===== src/rtl/pipe_stage_reg.sv =====
// pipe_stage_reg: elastic DEPTH-slice pipeline register with
// valid/ready handshake, flush-to-bubble and optional input skid.
module pipe_stage_reg #(
  parameter int DATA_W = 39,
  parameter int CTRL_W = 13,
  parameter int DEPTH  = 1,
  parameter int SKID   = 1
) (
  input  logic                       clk,
  input  logic                       rst_n,
  input  logic                       in_valid,
  output logic                       in_ready,
  input  logic [DATA_W-1:0]          in_data,
  input  logic [CTRL_W-1:0]          in_ctrl,
  input  logic                       flush,
  output logic                       out_valid,
  input  logic                       out_ready,
  output logic [DATA_W-1:0]          out_data,
  output logic [CTRL_W-1:0]          out_ctrl,
  output logic [$clog2(DEPTH+2)-1:0] occupancy
);

  localparam int OW = $clog2(DEPTH+2);

  logic              vld    [DEPTH];
  logic [DATA_W-1:0] dat    [DEPTH];
  logic [CTRL_W-1:0] ctl    [DEPTH];
  logic              prev_v [DEPTH];
  logic [DATA_W-1:0] prev_d [DEPTH];
  logic [CTRL_W-1:0] prev_c [DEPTH];
  logic [DEPTH-1:0]  rdy;

  logic              skid_v;
  logic [DATA_W-1:0] skid_d;
  logic [CTRL_W-1:0] skid_c;
  logic              src_v;
  logic [DATA_W-1:0] src_d;
  logic [CTRL_W-1:0] src_c;

  // A slice may load when it or any slice ahead of it has a hole.
  always_comb begin : ready_chain
    logic r;
    r   = out_ready;
    rdy = '0;
    for (int i = DEPTH-1; i >= 0; i--) begin
      r      = ~vld[i] | r;
      rdy[i] = r;
    end
  end

  // A held skid entry is older than anything on in_data.
  assign src_v = skid_v | (in_valid & in_ready);
  assign src_d = skid_v ? skid_d : in_data;
  assign src_c = skid_v ? skid_c : in_ctrl;

  always_comb begin
    prev_v[0] = src_v;
    prev_d[0] = src_d;
    prev_c[0] = src_c;
    for (int i = 1; i < DEPTH; i++) begin
      prev_v[i] = vld[i-1];
      prev_d[i] = dat[i-1];
      prev_c[i] = ctl[i-1];
    end
  end

  for (genvar g = 0; g < DEPTH; g++) begin : g_slice
    always_ff @(posedge clk or negedge rst_n) begin
      if (!rst_n) begin
        vld[g] <= 1'b0;
        dat[g] <= '0;
        ctl[g] <= '0;
      end else if (flush) begin
        vld[g] <= 1'b0;
        ctl[g] <= '0;
      end else if (rdy[g]) begin
        vld[g] <= prev_v[g];
        dat[g] <= prev_d[g];
        ctl[g] <= prev_c[g];
      end
    end
  end

  if (SKID != 0) begin : g_skid
    always_ff @(posedge clk or negedge rst_n) begin
      if (!rst_n) begin
        skid_v <= 1'b0;
        skid_d <= '0;
        skid_c <= '0;
      end else if (flush) begin
        skid_v <= 1'b0;
        skid_c <= '0;
      end else if (skid_v) begin
        if (rdy[0]) begin
          skid_v <= 1'b0;
        end
      end else if (in_valid && !rdy[0]) begin
        skid_v <= 1'b1;
        skid_d <= in_data;
        skid_c <= in_ctrl;
      end
    end
    assign in_ready = ~skid_v;
  end else begin : g_noskid
    assign skid_v   = 1'b0;
    assign skid_d   = '0;
    assign skid_c   = '0;
    assign in_ready = rdy[0];
  end

  assign out_valid = vld[DEPTH-1];
  assign out_data  = dat[DEPTH-1];
  assign out_ctrl  = out_valid ? ctl[DEPTH-1] : '0;

  always_comb begin
    occupancy = OW'(skid_v);
    for (int i = 0; i < DEPTH; i++) begin
      occupancy = occupancy + OW'(vld[i]);
    end
  end

endmodule


===== config.mk =====
export PLATFORM = sky130hd
export DESIGN_NAME = pipe_stage_reg
export DESIGN_NICKNAME = d
export VERILOG_FILES = /design/src/rtl/pipe_stage_reg.sv
export SDC_FILE = /design/constraint.sdc
export NUM_CORES = 1
export LEC_CHECK = 0
export CAP_MARGIN = 20
export CORE_MARGIN = 2
export CORE_UTILIZATION = 50
export CTS_CLUSTER_DIAMETER = 60
export DETAILED_ROUTE_END_ITERATION = 10
export GPL_ROUTABILITY_DRIVEN = 0
export PLACE_DENSITY = 0.83
export SYNTH_ARGS = -nofsm -noshare
export SYNTH_HDL_FRONTEND = slang
export SYNTH_SLANG_ARGS = --single-unit

===== constraint.sdc =====
create_clock -name clk -period 2.14 [get_ports clk]
set_input_delay 0.428 -clock clk [delete_from_list [all_inputs] [get_ports clk]]
set_output_delay 0.428 -clock clk [all_outputs]
set_load 0.02 [all_outputs]

After elaboration in Yosys (flattened, before gate mapping)
Index checks and enable logic that the tools add are counted.
{"block": "op_classes", "n_eq_ne": 1, "shifts": 0, "add_sub_neg": 1, "magnitude_cmp": 0, "n_reduce_logical": 7, "multipliers": 0, "bitwise_logic": 6, "div_mod_pow": 0, "mux": 14}
{"op": "two-way mux 13 bit", "count": 7}
{"op": "two-way mux 39 bit", "count": 1}
{"op": "two-way mux 1 bit", "count": 6}
{"op": "AND reduction 2 bit", "count": 2}
{"op": "nonzero test 2 bit", "count": 2}
{"op": "inverter 1 bit", "count": 3}
{"op": "AND reduction 3 bit", "count": 1}
{"op": "adder 1 x 1 -> 2 bit", "count": 1}
{"op": "!= test 2 bit, second input constant", "count": 1}
{"op": "OR 1 bit", "count": 2}
{"op": "bitwise AND 1 bit", "count": 1}
{"op": "logical AND 1 bit", "count": 1}
{"op": "zero test 1 bit", "count": 1}
{"block": "word_totals", "latch_bits": 0, "word_cells": 35, "inputBits": 57, "rom_bits": 0, "out_inout_bits": 56, "mem_bits_rw": 0, "mem_count": 0, "ff_bits": 106}

Logic depth before layout (Yosys ltp)
Gate-level depths: netlist of run 1.
{"block": "logic_depth", "depth_word": 7, "ltp_mapped": 6, "depth_no_buf": 3}

Least setup slack after synthesis of run 1
OpenSTA, ideal clock, no wires.
{"block": "synth_timing", "path_type": "register -> register", "from": "register vld (netlist: out_valid)", "to": "register dat (netlist bit out_data[0])", "arrival_ns": 1.508, "setup_ns": 0.125, "n_path_buf": 2, "t_required_ns": 2.015, "path_stages_with_launch": 6, "setup_slack_ns": 0.507, "synth_period_minus_slack_ns": 1.633, "cell_sequence": "dfrtp_1 -> nor2b_1 -> nor2_1 -> buf_2 -> buf_4 -> mux2_2"}
{"block": "synth_between", "elab_chain_cells": 3}
{"element": "from (decl)", "line_no": "25", "rtl": "logic vld [DEPTH];"}
{"element": "from (signal, indexed assignment)", "line_no": "77", "rtl": "vld[g] <= prev_v[g];"}
{"element": "inverter 1 bit", "line_no": "46", "rtl": "r = ~vld[i] | r;"}
{"element": "OR 1 bit", "line_no": "46"}
{"element": "AND reduction 2 bit (no line)"}
{"element": "to (signal, indexed assignment)", "line_no": "78", "rtl": "dat[g] <= prev_d[g];"}
{"element": "to (decl)", "line_no": "26", "rtl": "logic [DATA_W-1:0] dat [DEPTH];"}
Every way passes these cells.
A chain may end at the register's enable or synchronous reset.

Worst setup path after layout of run 1
{"block": "layout_timing", "from": "register vld (netlist: out_valid)", "to": "output out_ctrl[8]"}
{"block": "layout_between", "elab_chain_cells": 1}
{"element": "two-way mux 13 bit", "line_no": "113", "rtl": "assign out_ctrl = out_valid ? ctl[DEPTH-1] : '0;"}
{"element": "to (decl)", "line_no": "19", "rtl": "output logic [CTRL_W-1:0] out_ctrl,"}
Every way passes these cells.

==> results by group, run 1 <==
Yosys
  • Area leader, netlist: dfrtp_1
  • Synth top area share: between 50 and 60%
  • Count of different cell masters after synthesis: 19
  • Syn_area_per_cell: approximately 15 um2
  • Seq cells post-synth: between 100 and 150
  • Yosys warns: 0
  • Syn_nets: 380
  • Syn Inst Count: 322
  • Mapped cell area: ~4700 um2
  • Top cells by area, synth: dfrtp_1 (57%), mux2_2 (26%), mux2_4 (3.2%), mux2i_1 (2.8%), a22o_1 (2.4%)
  • Register area share after synthesis: approximately 57%

Setup path
  • Worst Setup SP: out_valid
  • Critical path's top delay family: buffers and inverters
  • RR Startpoint: out_valid
  • CP max stage delay: slightly below 0.6 ns
  • CP startpoint kind: register
  • CP max FO: 15
  • CP cell instances: buf_12 > and2_1 > clkdlybuf4s50_1
  • Crit. End Element: output port
  • Crit-path slowest cell: clkdlybuf4s50_1
  • Critical path class: register to output port
  • CP required: about 1.7 ns
  • Bufs and invs on worst path: 2
  • Critical Path AT: 1.63 ns

Routing
  • Vias post-DR: roughly 2900
  • Drt first pass iters: 5
  • Starting DRT DRC Count: between 100 and 150
  • Via density: ~5.3
  • Residual DRC count: 0
  • Routed length per instance: roughly 17 um
  • Drt total wl: 9410 um
  • DRT antenna net count: 0

Clock tree
  • Clk buf depth: 2
  • Root Buffer: clkbuf_8
  • H-tree depth: 3
  • CTS Sinks: 106
  • CTS Buf Count: 9
  • TritonCTS clock tree: yes
  • Worst skew pair latency: roughly 0.36 ns
  • Worst-path clk slew: 0.09 ns

Die
  • Core area: slightly above 9000 um2
  • I/O pin count: between 100 and 150
  • Die Area: just over 10000 um2
  • Starting Density: roughly 51%
  • Die H: between 100 and 150 um
  • Row count: 35
  • Die outline width: roughly 100 um

Global route
  • Tot GR Track Use: around 20%
  • Global route total overflow: 0
  • First-pass GRT wire length: around 16000 um
  • Largest net degree at the start of global routing: 51
  • Initial antenna violation count: 0
  • Vias in the first global route: 3175

Final layout
  • Fraction of layout cells with a size suffix above 1: 34.5%
  • # diodes: 0
  • Multi-input logic area: 1910 um2
  • Fin nets: 497
  • Most common cell after layout, fill and taps aside: mux2_2
  • Most frequent cells in the layout: mux2_2 (107), dfrtp_1 (104), clkdlybuf4s50_1 (100)
  • Fill count: about 660
  • Syn-to-layout area delta: 34.0%
  • Register Area: between 2000 and 3000 um2

Worst hold path
  • Hold WC Path Type: register to register
  • Hold Startpoint: ctl[1]

Pwr
  • Internal Dissipation: 0.00378 W
  • Combinational Power Share: ~22%
  • Pwr Density: between 800 and 900 nW/um2
  • Tot Pwr: between 0.005 and 0.006 W
  • Psw: approximately 0.0013 W
  • Highest ir drop seen on vdd: 0.442 mV
  • Clk network pwr share: between 20% and 30%
  • Sequential share of power: 49.6%
  • Leak pwr: 2.84 nW
  • Sw frac: around a quarter

Outcome
  • Status: finished, final reports clean

STA
  • Minimum clock period: ~2.1 ns
  • Pins over their slew limit: 0
  • Achievable Freq: 0.486 GHz
  • Clock skew: between 0.01 and 0.015 ns
  • Max_slew headroom: ~32%
  • RSZ-0062 raised after global routing: no
  • Worst-Margin Slew: a little over 1 ns
  • Post-route worst setup slack: approximately 0.082 ns
  • Final Hold Viols: 0
  • Final count of negative-setup-slack endpoints: 0
  • Final Cycle Share: 96.2%

Place
  • Worst slack, placed: -0.00137 ns
  • Post-DP HPWL: between 6000 and 7000 um
  • I/O Buffers: roughly 110

Job
  • Max_cap viols: 0
power groups by stage:
stage | Sequential (W) | Combinational (W) | Clock (W)
6_report | 0.00250 | 0.00109 | 0.00145
4_1_cts | 0.00250 | 0.00110 | 0.00149
3_3_place_gp | 0.00252 | 0.00106 | 0
3_5_place_dp | 0.00254 | 0.00109 | 0
2_1_floorplan | 0.00262 | 0.000476 | 0
5_1_grt | 0.00254 | 0.00116 | 0.00159
timing repair:
action,in CTS,in global routing
endpoints found under the hold margin,22,0
setup buffers,1,0
hold buffers,1,0
setup endpoints to repair,16,11
gates resized for setup,1,11
synthesized netlist by cell type:
cell type  number
nor2b_1         3
mux2_2        107
mux2i_1        13
a21oi_1         1
o31ai_1        13
a22o_1         13
ha_1            1
and2_1         14
inv_1           1
dfrtp_1       106
nor3b_2         1
nor2_1          2
mux2_4         10
buf_6           2
buf_2          14
o21bai_1        1
nand2_1        14
buf_4           4
clkbuf_1        2
tightest hold or removal path, delay by kind of cell (launching register included):
family             cells  cell delay, ns
AOI/OAI and AO/OA      1            0.05
DFF                    1            0.34
and+or+nand+nor        1            0.05
state kept, by name, summed over array words and instances (netlist names):
| register | cells |
|---|---|
| out_valid | 1 |
| out_data | 39 |
| skid_d | 39 |
| skid_c | 13 |
| ctl | 13 |
| skid_v | 1 |
kinds of logic (layout without fill, tap and decap cells):
group | Yosys count | after routing | share of synthesized area (%)
adder cells (fa/ha/maj) | 1 | 1 | 0.267
AND/OR/NAND/NOR | 34 | 34 | 3.82
AO/OA/AOI/OAI | 28 | 28 | 4.78
flip-flops | 106 | 106 | 56.6
multiplexers | 130 | 130 | 31.7
buffers and inverters | 23 | 144 | 2.86
layer usage:
metal | routed length (um) | track usage [%] | vias up
met1 | 4050 | 25.5 | 1465
met3 | 453 | 4.23 | 17
li1 | - | - | 1383
met5 | 0 | 0 | -
met2 | 4690 | 32.6 | 77
met4 | 221 | 8.43 | 0
stage by stage:
| stage | TNS [ns] | std cells | instance area, um2 | util (%) | hold slack (ns) |
|---|---|---|---|---|---|
| after floorplan | 0 | 322 | 4690 | - | 0.132 |
| after global placement | 0 | 537 | 5980 | 65.3 | 0.351 |
| after detailed placement | -0.00137 | 537 | 5980 | 65.3 | 0.355 |
| after CTS | 0 | 554 | 6250 | 68.3 | 0.481 |
| after global routing | 0 | 554 | 6280 | 68.6 | 0.506 |
| final | 0 | 554 | 6280 | 68.6 | 0.477 |
layout make-up:
type	count	area share, %
Timing Repair Buffer	128	21.2
Tap cell	111	2.21
Clock buffer	10	2.19
Multi-Input combinational cell	193	30.4
Clock inverter	5	1.63
Sequential cell	106	42.3
Inverter	1	0.0598
path summary, 6_finish.rpt:
check | end | slack [ns] | depth (start not counted)
max reg2reg | skid_c[10] | 0.40 | 3
max | out_ctrl[8] | 0.08 | 3
min reg2reg | ctl[1] | 0.48 | 2
min | ctl[1] | 0.48 | 2
min in group asynchronous | skid_d[35] | 0.50 | 2
max in group asynchronous | skid_d[27] | 1.06 | 3
(Power assumes the default switching activity.)
==> run 2: changes to the inputs <==
--- a/config.mk
+++ b/config.mk
@@ -5,6 +5,7 @@
 export SDC_FILE = /design/constraint.sdc
 export NUM_CORES = 1
 export LEC_CHECK = 0
+export ABC_AREA = 1
 export CAP_MARGIN = 20
 export CORE_MARGIN = 2
 export CORE_UTILIZATION = 50
==> run 2 against run 1 <==
Against the previous run:
- the flow now finishes with violations (negative hold slack)
- power fell by 5.8%
- sequential power barely moved
- largest cell class unchanged
- critical path depth fell by 1
- critical endpoint is now occupancy[1]
==> results by group, run 2 <==
Final layout
  • Syn-to-layout area delta: 30.5%
  • Fraction of layout cells with a size suffix above 1: approximately 4.7%
  • # diodes: 0
  • Most frequent cells in the layout: nand2_1 (419), dfrtp_1 (105), clkdlybuf4s50_1 (99)
  • Fill count: about 820
  • Multi-input logic area: around 2000 um2
  • Fin nets: roughly 800
  • Most common cell after layout, fill and taps aside: nand2_1
  • Final core occ: around two thirds
  • Register Area: 2650 um2
  • Post-Layout Inst Area: 6350 um2

Setup path
  • Crit. End Element: output port
  • Crit-path slowest cell: clkdlybuf4s50_1
  • Bufs and invs on worst path: 1
  • CP startpoint kind: register
  • CP required: about 1.7 ns
  • Critical path class: register to output port
  • RR Endpoint: skid_c[11]
  • Worst R2R Setup Slack: ~0.30 ns
  • CP max stage delay: roughly 0.6 ns
  • Critical Path AT: approximately 1.6 ns
  • CP max FO: 4
  • RR Startpoint: skid_v
  • CP cell instances: ha_1 > clkdlybuf4s50_1
  • Critical path's top delay family: buffers and inverters
  • Worst reg-to-reg path cell count: 7

Place
  • I/O Buffers: between 100 and 150
  • Post-DP HPWL: between 7000 and 8000 um
  • Worst slack, placed: between 0.09 and 0.1 ns
  • Placed cell area: 6120 um2

STA
  • Final Hold Viols: 7
  • Clock skew: around 0.024 ns
  • Worst Hold Slack: -0.0167 ns
  • Minimum clock period: roughly 2.0 ns
  • Post-route worst setup slack: ~0.12 ns
  • Worst-Margin Slew: approximately 0.75 ns
  • Pins over their slew limit: 0
  • RSZ-0062 raised after global routing: no
  • Fin Setup TNS: 0 ns
  • Max_slew headroom: 50.1%
  • Achievable Freq: about 0.50 GHz
  • Final Cycle Share: a little over nine tenths
  • Final count of negative-setup-slack endpoints: 0

Pwr
  • Pwr Density: ~750 nW/um2
  • Leak pwr: between 3 and 4 nW
  • Highest ir drop seen on vdd: about 0.35 mV

Routing
  • DRT antenna net count: 0
  • Residual DRC count: 0
  • Drt first pass iters: 5
  • Starting DRT DRC Count: between 300 and 400
  • Via density: 5.07
  • Vias post-DR: around 4500
  • Drt total wl: about 12000 um
  • Routed length per instance: 14.0 um

Yosys
  • Count of different cell masters after synthesis: 16
  • Seq cells post-synth: roughly 110
  • Mapped cell area: slightly below 5000 um2
  • Syn Inst Count: 658
  • Synth top area share: between 50% and 60%
  • Synth top cells by count: nand2_1 (419), dfrtp_1 (106), nand3_1 (66)
  • Register area share after synthesis: about 54%
  • Syn_nets: around 700
  • Most frequent cell after synthesis: nand2_1
  • EDFF count, synth: 0
  • Yosys warns: 0
  • Top FF cell, synth: dfrtp_1
  • Area leader, netlist: dfrtp_1
  • Syn_area_per_cell: roughly 7.4 um2
  • Asr flop ratio synth: 100%
  • Top cells by area, synth: dfrtp_1 (54%), nand2_1 (32%), nand3_1 (6.8%), clkbuf_1 (1.5%), buf_2 (1.2%)

Clock tree
  • Root Buffer: clkbuf_8
  • H-tree depth: 3
  • Post-CTS setup buffer count: 0
  • Clk buf depth: 2
  • CTS Sinks: roughly 110
  • Worst-path clk slew: approximately 0.12 ns
  • CTS Buf Count: 9
  • TritonCTS clock tree: yes
  • Worst skew pair latency: roughly 0.37 ns

Outcome
  • Failing checks: negative hold slack
  • Status: finished with violations

Global route
  • Vias in the first global route: 4400
  • Global route total overflow: 0
  • First-pass GRT wire length: between 20000 and 25000 um
  • Initial antenna violation count: 0
  • Tot GR Track Use: 24.6%
  • Largest net degree at the start of global routing: 54

Die
  • Starting Density: 50.7%
  • Die outline width: 103 um
  • Die Area: between 10000 and 15000 um2
  • Core area: about 9600 um2
  • I/O pin count: ~110
  • Row count: 36
  • Die H: ~100 um

Worst hold path
  • Hold WC Path Type: primary input to asynchronous set/reset pin

Job
  • Max_cap viols: 0
-- run 2: cell count changes after synthesis, moves of 13 or more --
cell / change
mux2_2: -107
o31ai_1: -13
nand2_1: +405
clkbuf_1: +18
a22o_1: -13
mux2i_1: -13
nand3_1: +66
and2_1: -14
inv_1: +15
-- run 2: cells by family after synthesis --
kind of cell / Yosys count / share of synthesized area [%]
AOI/OAI and AO/OA: 2 / 0.206
adders and majority gates: 1 / 0.257
buffers and inverters: 57 / 5.09
DFF: 106 / 54.5
and+or+nand+nor: 492 / 39.9
-- run 2: how the worst max path moves through the flow --
stage              start           end  cells past startpoint
6_report          skid_v  occupancy[1]                      2
4_1_cts        out_valid   out_ctrl[5]                      4
3_3_place_gp   out_ready  out_data[19]                      7
5_1_grt        out_valid     out_valid                      2
2_1_floorplan  out_valid  out_ctrl[10]                      3
3_5_place_dp   out_ready  out_data[27]                      7
-- run 2: power by group --
group | internal [W] | switching [W]
combinational | 0.000449 | 0.000558
clock | 0.000557 | 0.000713
sequential | 0.00229 | 0.000174
total | 0.00330 | 0.00144
-- run 2: timing repair --
item                                    in CTS  in global routing
endpoints found under the setup margin       1                 11
gates resized for setup                      1                 11
hold buffers                                 0                  0
-- run 2: layout make-up --
class	instances	share of cell area (%)
repair buffers	124	20.2
multi-input cells	495	31.1
well taps	133	2.62
flip-flops and latches	106	41.8
clock buffers	10	2.01
inverters	19	1.12
clock inverters	6	1.16
-- run 2: per-layer routing --
layer	share of wire, %	GRT usage (%)
met5	0	0
met4	1.5	8.21
met3	6.2	3.32
met2	49	41.8
met1	43	32.7
-- run 2: through the flow --
stage / instances / total power (W)
2_1_floorplan: 658 / 0.00299
3_5_place_dp: 877 / 0.00351
4_1_cts: 893 / 0.00476
6_report: 893 / 0.00474
5_1_grt: 893 / 0.00498
3_3_place_gp: 877 / 0.00346
